$ cat config.mk
export PLATFORM = sky130hd
export DESIGN_NAME = rf_write_arbiter
export DESIGN_NICKNAME = d
export VERILOG_FILES = /design/src/rtl/rf_pkg.sv /design/src/rtl/rf_late_fifo.sv /design/src/rtl/rf_write_arbiter.sv
export SDC_FILE = /design/constraint.sdc
export NUM_CORES = 1
export LEC_CHECK = 0
export BUFFER_PORTS_ARGS = -buffer_cell sky130_fd_sc_hd__buf_2
export CORE_MARGIN = 4
export CORE_UTILIZATION = 40
export DETAILED_ROUTE_END_ITERATION = 16
export GPL_TIMING_DRIVEN = 0
export PLACE_DENSITY = 0.71
export SLEW_MARGIN = 30
export SYNTH_ARGS = -nofsm -noshare
export SYNTH_HDL_FRONTEND = slang
export SYNTH_HIERARCHICAL = 1
export SYNTH_SLANG_ARGS = --single-unit
$ cat constraint.sdc
create_clock -name clk -period 5.9 [get_ports clk]
set_input_delay 0.59 -clock clk [delete_from_list [all_inputs] [get_ports clk]]
set_output_delay 0.59 -clock clk [all_outputs]
set_load 0.03 [all_outputs]
$ cat src/rtl/rf_pkg.sv
// rf_pkg: shared register-file widths, the zero-register index and the write request type
package rf_pkg;
  localparam int RF_DATA_W = 32;
  localparam int RF_ADDR_W = 5;
  localparam int ZERO_REG = 0;
  typedef struct packed {
    logic [RF_ADDR_W-1:0] idx;
    logic [RF_DATA_W-1:0] data;
  } wr_req_t;
endpackage

$ cat src/rtl/rf_late_fifo.sv
// rf_late_fifo: DEPTH-entry synchronous FIFO with async reset; caller never pushes when full or pops when empty
module rf_late_fifo #(
  parameter int W = 37,
  parameter int DEPTH = 4
) (
  input  logic         clk,
  input  logic         rst,
  input  logic         push,
  input  logic [W-1:0] din,
  input  logic         pop,
  output logic [W-1:0] dout,
  output logic         full,
  output logic         empty
);
  localparam int AW = $clog2(DEPTH);
  logic [W-1:0] mem [DEPTH];
  logic [AW-1:0] wp, rp;
  logic [AW:0] cnt;
  always_ff @(posedge clk or posedge rst) begin
    if (rst) begin
      wp <= '0;
      rp <= '0;
      cnt <= '0;
    end else begin
      if (push) wp <= wp + 1'b1;
      if (pop) rp <= rp + 1'b1;
      cnt <= cnt + (AW+1)'(push) - (AW+1)'(pop);
    end
  end
  always_ff @(posedge clk) if (push) mem[wp] <= din;
  assign dout = mem[rp];
  assign full = cnt == (AW+1)'(DEPTH);
  assign empty = cnt == '0;
endmodule

$ cat src/rtl/rf_write_arbiter.sv
// rf_write_arbiter: merges pipeline writeback and a buffered late source onto the register file write port, with a pending scoreboard.
// Optional RF_WRITE_ARBITER_BYPASS_EN adds forwarding outputs for the registered write.
module rf_write_arbiter import rf_pkg::*; #(
  parameter int DATA_W = RF_DATA_W,
  parameter int ADDR_W = RF_ADDR_W,
  parameter int DEPTH = 4
) (
  input  logic              clk,
  input  logic              rst,
  input  logic              pipe_valid,
  input  logic [ADDR_W-1:0] pipe_reg,
  input  logic [DATA_W-1:0] pipe_data,
  input  logic              late_valid,
  output logic              late_ready,
  input  logic [ADDR_W-1:0] late_reg,
  input  logic [DATA_W-1:0] late_data,
  input  logic              issue_valid,
  input  logic [ADDR_W-1:0] issue_reg,
  input  logic [ADDR_W-1:0] query1,
  input  logic [ADDR_W-1:0] query2,
  output logic              busy1,
  output logic              busy2,
  output logic              reg_write,
  output logic [ADDR_W-1:0] write_reg,
  output logic [DATA_W-1:0] write_data
`ifdef RF_WRITE_ARBITER_BYPASS_EN
  ,
  output logic              fwd1_hit,
  output logic              fwd2_hit,
  output logic [DATA_W-1:0] fwd1_data,
  output logic [DATA_W-1:0] fwd2_data
`endif
);
  localparam int NREG = 2**ADDR_W;
  localparam logic [ADDR_W-1:0] ZR = ADDR_W'(ZERO_REG);
  logic full, empty, push, pop, pipe_go;
  logic [ADDR_W+DATA_W-1:0] head;
  logic [ADDR_W-1:0] head_reg;
  logic [DATA_W-1:0] head_data;
  logic [NREG-1:1] pending, pending_n;
  logic [NREG-1:0] pend_all;
  rf_late_fifo #(.W(ADDR_W+DATA_W), .DEPTH(DEPTH)) u_fifo (
    .clk(clk), .rst(rst), .push(push), .din({late_reg, late_data}),
    .pop(pop), .dout(head), .full(full), .empty(empty)
  );
  assign {head_reg, head_data} = head;
  assign late_ready = !rst && !full;
  assign pipe_go = pipe_valid && pipe_reg != ZR;
  // late writes to register 0 are accepted but never stored
  assign push = late_valid && late_ready && late_reg != ZR;
  assign pop = !pipe_go && !empty;
  always_comb begin
    pending_n = pending;
    for (int i = 1; i < NREG; i++)
      pending_n[i] = (issue_valid && issue_reg == ADDR_W'(i)) ||
                     (pending[i] && !(pop && head_reg == ADDR_W'(i)));
  end
  always_ff @(posedge clk or posedge rst) begin
    if (rst) begin
      reg_write <= 1'b0;
      write_reg <= '0;
      write_data <= '0;
      pending <= '0;
    end else begin
      reg_write <= pipe_go || pop;
      write_reg <= pipe_go ? pipe_reg : pop ? head_reg : write_reg;
      write_data <= pipe_go ? pipe_data : pop ? head_data : write_data;
      pending <= pending_n;
    end
  end
  assign pend_all = {pending, 1'b0};
  assign busy1 = pend_all[query1];
  assign busy2 = pend_all[query2];
`ifdef RF_WRITE_ARBITER_BYPASS_EN
  assign fwd1_hit = reg_write && write_reg == query1 && query1 != ZR;
  assign fwd2_hit = reg_write && write_reg == query2 && query2 != ZR;
  assign fwd1_data = write_data;
  assign fwd2_data = write_data;
`endif
endmodule

-- Word-level counts from Yosys, hierarchy flattened
Memory sizes are Yosys's and may differ from the RTL's.
Cells that the tools add are included.
- register bits: 76
- logic and storage cells: 256
- memory bits (writable): 148
- output and inout port bits: 41
- memories kept: 1
- input bits: 94
- reduce and logical (&&, ||, !) cells: 169
- $add $sub $neg: 4
- equal/unequal tests: 63
- order comparisons: 2
- muxes and demuxes: 10
- memory list (name ; words ; bits a word ; rd ports ; clocked after Yosys merged registers in ; wr ports ; line ; source):
    u_fifo.mem ; 4 ; 37 ; 1 ; 0 ; 1 ; rf_late_fifo.sv:16 ; logic [W-1:0] mem [DEPTH];
- operator list (operator ; count):
    equality test 5 bit, second input constant ; 32
    logical AND 1 bit ; 98
    equality test 5 x 4 -> 1 bit, second input constant ; 16
    two-way mux 32 bit ; 2
    equality test 5 x 3 -> 1 bit, second input constant ; 8
    zero test 1 bit ; 35
    logical OR 1 bit ; 32
    equality test 5 x 2 -> 1 bit, second input constant ; 4
    less-than comparator 5 x 6 -> 1 bit, second input constant ; 2
    binary-select mux 1 bit (select 5 bit) ; 2
    equality test 5 x 1 -> 1 bit, second input constant ; 2
    two-way mux 5 bit ; 2
    nonzero test 5 bit ; 2
    adder 2 x 1 -> 2 bit, second input constant ; 2
    two-way mux 1 bit ; 4
    adder 3 x 1 -> 3 bit ; 1
    equality test 3 bit, second input constant ; 1
    zero test 3 bit ; 1
    subtractor 3 x 1 -> 3 bit ; 1
    nonzero test 2 bit ; 1

-- Depth between registers and ports, before layout
- word-level depth: 8
- depth in mapped cells: 11
- gate-level depth less buffers: 9

-- Hierarchy
Netlist, hierarchy kept.
- modules (own cells, without submodules) (module ; area an instance (um^2) ; sequential area each (um^2) ; cells an instance ; times used):
    rf_late_fifo ; 5723.0 ; 4619.4 ; 228 ; 1
    rf_write_arbiter ; 3880.0 ; 1726.7 ; 412 ; 1

-- Worst setup path after synthesis
Ideal clock, no wire load.
- path type: in2reg
- from: in pipe_reg[2]
- to: reg u_fifo.cnt[2]
- stages: 11
- setup time: 0.123 ns
- setup slack: 2.944 ns
- data arrival time: 2.833 ns
- buffers on the path: 2
- required time: 5.777 ns
- cells stage by stage: or4_4 -> o21a_4 -> buf_6 -> clkbuf_1 -> nor2_1 -> ha_1 -> inv_1 -> ha_1 -> fa_1 -> xnor2_1 -> xnor2_1
- cells in the longest elaborated chain, start to end: 5
- RTL lines (item ; line ; source):
    from (decl) ; rf_write_arbiter.sv:11 ; input logic [ADDR_W-1:0] pipe_reg,
    nonzero test 5 bit ; rf_write_arbiter.sv:48 ; assign pipe_go = pipe_valid && pipe_reg != ZR;
    logical AND 1 bit ; rf_write_arbiter.sv:48 ;
    zero test 1 bit ; rf_write_arbiter.sv:51 ; assign pop = !pipe_go && !empty;
    logical AND 1 bit ; rf_write_arbiter.sv:51 ;
    via pop ; rf_write_arbiter.sv:36 ; logic full, empty, push, pop, pipe_go;
    subtractor 3 x 1 -> 3 bit ; rf_late_fifo.sv:27 ; cnt <= cnt + (AW+1)'(push) - (AW+1)'(pop);
    to (signal assigned) ; rf_late_fifo.sv:27 ;
    to (decl) ; rf_late_fifo.sv:18 ; logic [AW:0] cnt;
The timed path passes the listed nets, and every way through them passes these cells.
A chain may end at the register's enable or synchronous reset.

-- Final worst setup path
- from: reg u_fifo.cnt[2]
- to: reg u_fifo.cnt[2]
- elaborated cells between the ends (all ways): 10
- classes of those cells: add/sub (2); eq/ne (1); reduce/logical (7)
- RTL lines (item ; line ; source):
    zero test 3 bit ; rf_late_fifo.sv:33 ; assign empty = cnt == '0;
    via empty ; rf_write_arbiter.sv:36 ;
    zero test 1 bit ; rf_write_arbiter.sv:51 ;
    logical AND 1 bit ; rf_write_arbiter.sv:51 ;
    via pop ; rf_write_arbiter.sv:36 ;
    subtractor 3 x 1 -> 3 bit ; rf_late_fifo.sv:27 ;
The timed path passes the listed nets, and every way through them passes these cells.

==> parameters.txt <==
Parameter                              Value

Outcome
  Outcome ... finished clean

Yosys
  Yosys Warn Count ... 6
  Proportion of synthesized flip-flops having asynchronous set or reset ... 33.9%
  Distinct cell type count of the synthesized netlist ... between 40 and 50
  Sequential-to-total area share from yosys stat ... around 66%
  Most area-hungry cell type in the Yosys netlist ... edfxtp_1
  Number of standard cells after synthesis ... between 600 and 700
  Area fraction of the dominant cell type after synthesis ... a little under half
  Yosys reg bits ... about 220
  Syn Nets ... 741
  Top flip-flop cell by instance count after synthesis ... edfxtp_1
  Ranking of synthesized cells by area ... edfxtp_1 46%, dfrtp_1 20%, mux4_2 10%
  Syn Area/Cell ... about 15 um^2
  Area of the mapped netlist ... 0.00960 mm^2
  Number of synthesized flops with an enable pin ... between 100 and 150

Clock network
  Number of cells upsized or downsized after cts ... 0
  Clock tree from TritonCTS ... yes
  Total number of H-tree levels ... 1
  Clock sinks ... roughly 220
  Bufs on Longest Clock Path ... 3
  Number of CTS-inserted buffers ... 23
  Root cell of the clock tree ... clkbuf_16
  Clock Latency Late Sink ... about 0.5 ns
  Hold buffer count at CTS ... 0
  Number of setup buffers added after CTS ... 0
  Clock slew at the register clock pins of the worst setup and hold paths ... about 0.060 ns

Floorplanning
  CORE AREA ... 0.0235 mm^2
  Vertical die dimension ... between 150 and 200 um
  Width of the chip ... 163 um
  Initial Util ... 40.8%
  Count of boundary I/O pins ... between 100 and 150
  Row Count ... 56
  Die area ... ~0.027 mm^2

Cells and area
  Number of nets in the layout ... 897
  Leading registers by flop count ... u_fifo/mem: 148 flops, write_data: 32 flops, pending: 31 flops
  Share of layout cells above drive strength 1 ... 28.7%
  Leading cell types in the layout, fill and taps excluded ... 148 x edfxtp_1, 136 x buf_2, 78 x nand2_1
  Commonest non-fill, non-tap cell in the layout ... edfxtp_1
  Register with the most flip-flops ... u_fifo/mem
  FILL cells ... approximately 2100
  Largest register FFs ... 148
  Cell area after layout ... 0.0115 mm^2
  Area added between synthesis and finish ... 19.5%

Timing
  Max-slew headroom ... 39.1%
  Final setup violating endpoints ... 0
  Number of hold violations in the final report ... 0
  Actual transition at the worst max-transition pin ... between 0.9 and 1 ns
  Final hold slack ... 0.0920 ns
  Setup repair after global routing missed its margin ... false
  Fmax ... approximately 320 MHz
  Fin crit share ... between 50% and 60%
  Min Tclk post-route ... between 3 and 4 ns
  Maximum clock skew at final layout ... 0.00902 ns
  Setup total negative slack ... 0 ns
  Max Slew Vio Count ... 0

Critical path
  Slowest stage cell, crit path ... buf_1
  Count of buffer and inverter cells on the critical path ... 3
  Cell family with most CP delay ... buffers and inverters
  Biggest fanout along the worst timing path ... 10
  Startpoint class of the critical path ... flop
  Largest stage delay on the critical path ... about 0.62 ns
  Data required time of the critical path ... 6.32 ns
  Kind of critical path ... reg -> reg
  Arrival time of the worst setup path ... between 3 and 4 ns
  CP Cell Sequence ... nor3_1, clkbuf_1, buf_1, nor2_1, ha_1, inv_1, ha_1, fa_1, xnor2_1, xnor2_1
  Endpoint class of the critical path ... flop

Global route
  GRT Overall Usage ... between 10% and 20%
  Maximum number of pins on one net before global-route repair ... 38
  GRT Residual Overflow ... 0
  Number of global-route vias before repair ... around 6300
  Initial antenna violation count ... 3
  Wire length of the first global-routing pass ... 35400 um

Routing
  Total via count after detailed routing ... just over 6000
  DR DRC count ... 0
  Count of nets left with antenna violations after detail routing ... 0
  Number of vias per cell after detailed routing ... ~5.4
  Total wirelength of the detailed-routed design ... ~23000 um
  Wire length per cell ... 20.0 um
  Initial DRC Count ... between 500 and 600
  Length of the first detailed-routing pass in iterations ... 5

Worst hold path
  HP Class ... in -> async

Placed design
  Cell Area, Placed ... 0.0107 mm^2
  Routability congestion estimate ... 0.914
  Placed wire-length estimate after detailed placement ... 15500 um
  Port Buffer Count ... 130

Pwr
  Power consumption ... roughly 5.3 mW
  Pwr per Cell Area ... between 400 and 500 mW/mm^2
  VDD IR max ... roughly 0.00031 V
  Standby leakage power ... approximately 4.5 nW

Job
  Max Cap Viol ... 0
cells in the mapped netlist (all sizes together) (3+ instances only):
master and instances:
a32oi 5, clkbuf 21, nand2b 7, nand3b 4, mux4 43, dfrtp 76
nand2 78, a21oi 6, nor2 13, and3 5, inv 26, o211ai 3
buf 16, nand3 9, o21ai 52, o221ai 3, nor3 4, o41ai 15
mux2i 51, nor2b 10, xnor2 3, ha 6, edfxtp 148, nand4 3
a22oi 11, and2 4
final timing paths:
| kind | to | slack, ns | startpoint | cells after the start |
|---|---|---|---|---|
| max in group asynchronous | write_data[11] | 5.14 | rst | 3 |
| min in group clk | write_data[19] | 0.30 | pipe_data[19] | 3 |
| worst min register to register | pending[23] | 0.54 | pending[23] | 2 |
| worst max-delay path | u_fifo/cnt[2] | 2.77 | u_fifo/cnt[2] | 10 |
| worst max register to register | u_fifo/cnt[2] | 2.77 | u_fifo/cnt[2] | 10 |
| worst min-delay path | u_fifo/wp[1] | 0.09 | rst | 2 |
stage by stage:
step / std cells / setup WS, ns / util, %
after floorplan: 640 / 2.94 / -
after global placement: 1089 / 2.37 / 45.2
after detailed placement: 1090 / 2.49 / 45.4
after CTS: 1131 / 2.73 / 48.7
after global routing: 1131 / 2.47 / 48.7
final: 1132 / 2.77 / 48.7
power breakdown:
| group | switching [mW] | leakage [nW] | total (mW) | internal (mW) |
|---|---|---|---|---|
| clock | 0.575 | 0.386 | 1.50 | 0.928 |
| sequential | 0.169 | 2.20 | 2.14 | 1.97 |
| combinational | 0.948 | 1.86 | 1.64 | 0.688 |
layer usage:
metal  routed length, um  track usage [%]  share of wire [%]
met3                1830             4.25                8.1
met5                  28                0               0.12
met1                9620             23.7                 42
met4                 346             3.70                1.5
met2               10900             27.8                 48
cell families (layout without fill, tap and decap cells):
group           Yosys count  count (layout)  synth area share, %
other cells               0               1                    0
buf+inv                  63             235                 2.93
flops                   224             224                 66.1
simple gates            144             144                 7.14
mux                      96              96                 15.6
compound gates          101             101                 6.76
fa+ha+maj                 7               7                0.990
xor+xnor                  5               5                0.456
cell type report:
class / count / area (um^2) / area share, %
Sequential cell: 224 / 6350 / 55.3
Multi-Input combinational cell: 353 / 2990 / 26.0
Timing Repair Buffer: 131 / 671 / 5.84
Clock buffer: 31 / 636 / 5.54
Tap cell: 319 / 399 / 3.48
Buffer: 37 / 184 / 1.60
Clock inverter: 10 / 151 / 1.32
Inverter: 26 / 100 / 0.872
Antenna cell: 1 / 2.50 / 0.0218
(Power assumes the default switching activity.)
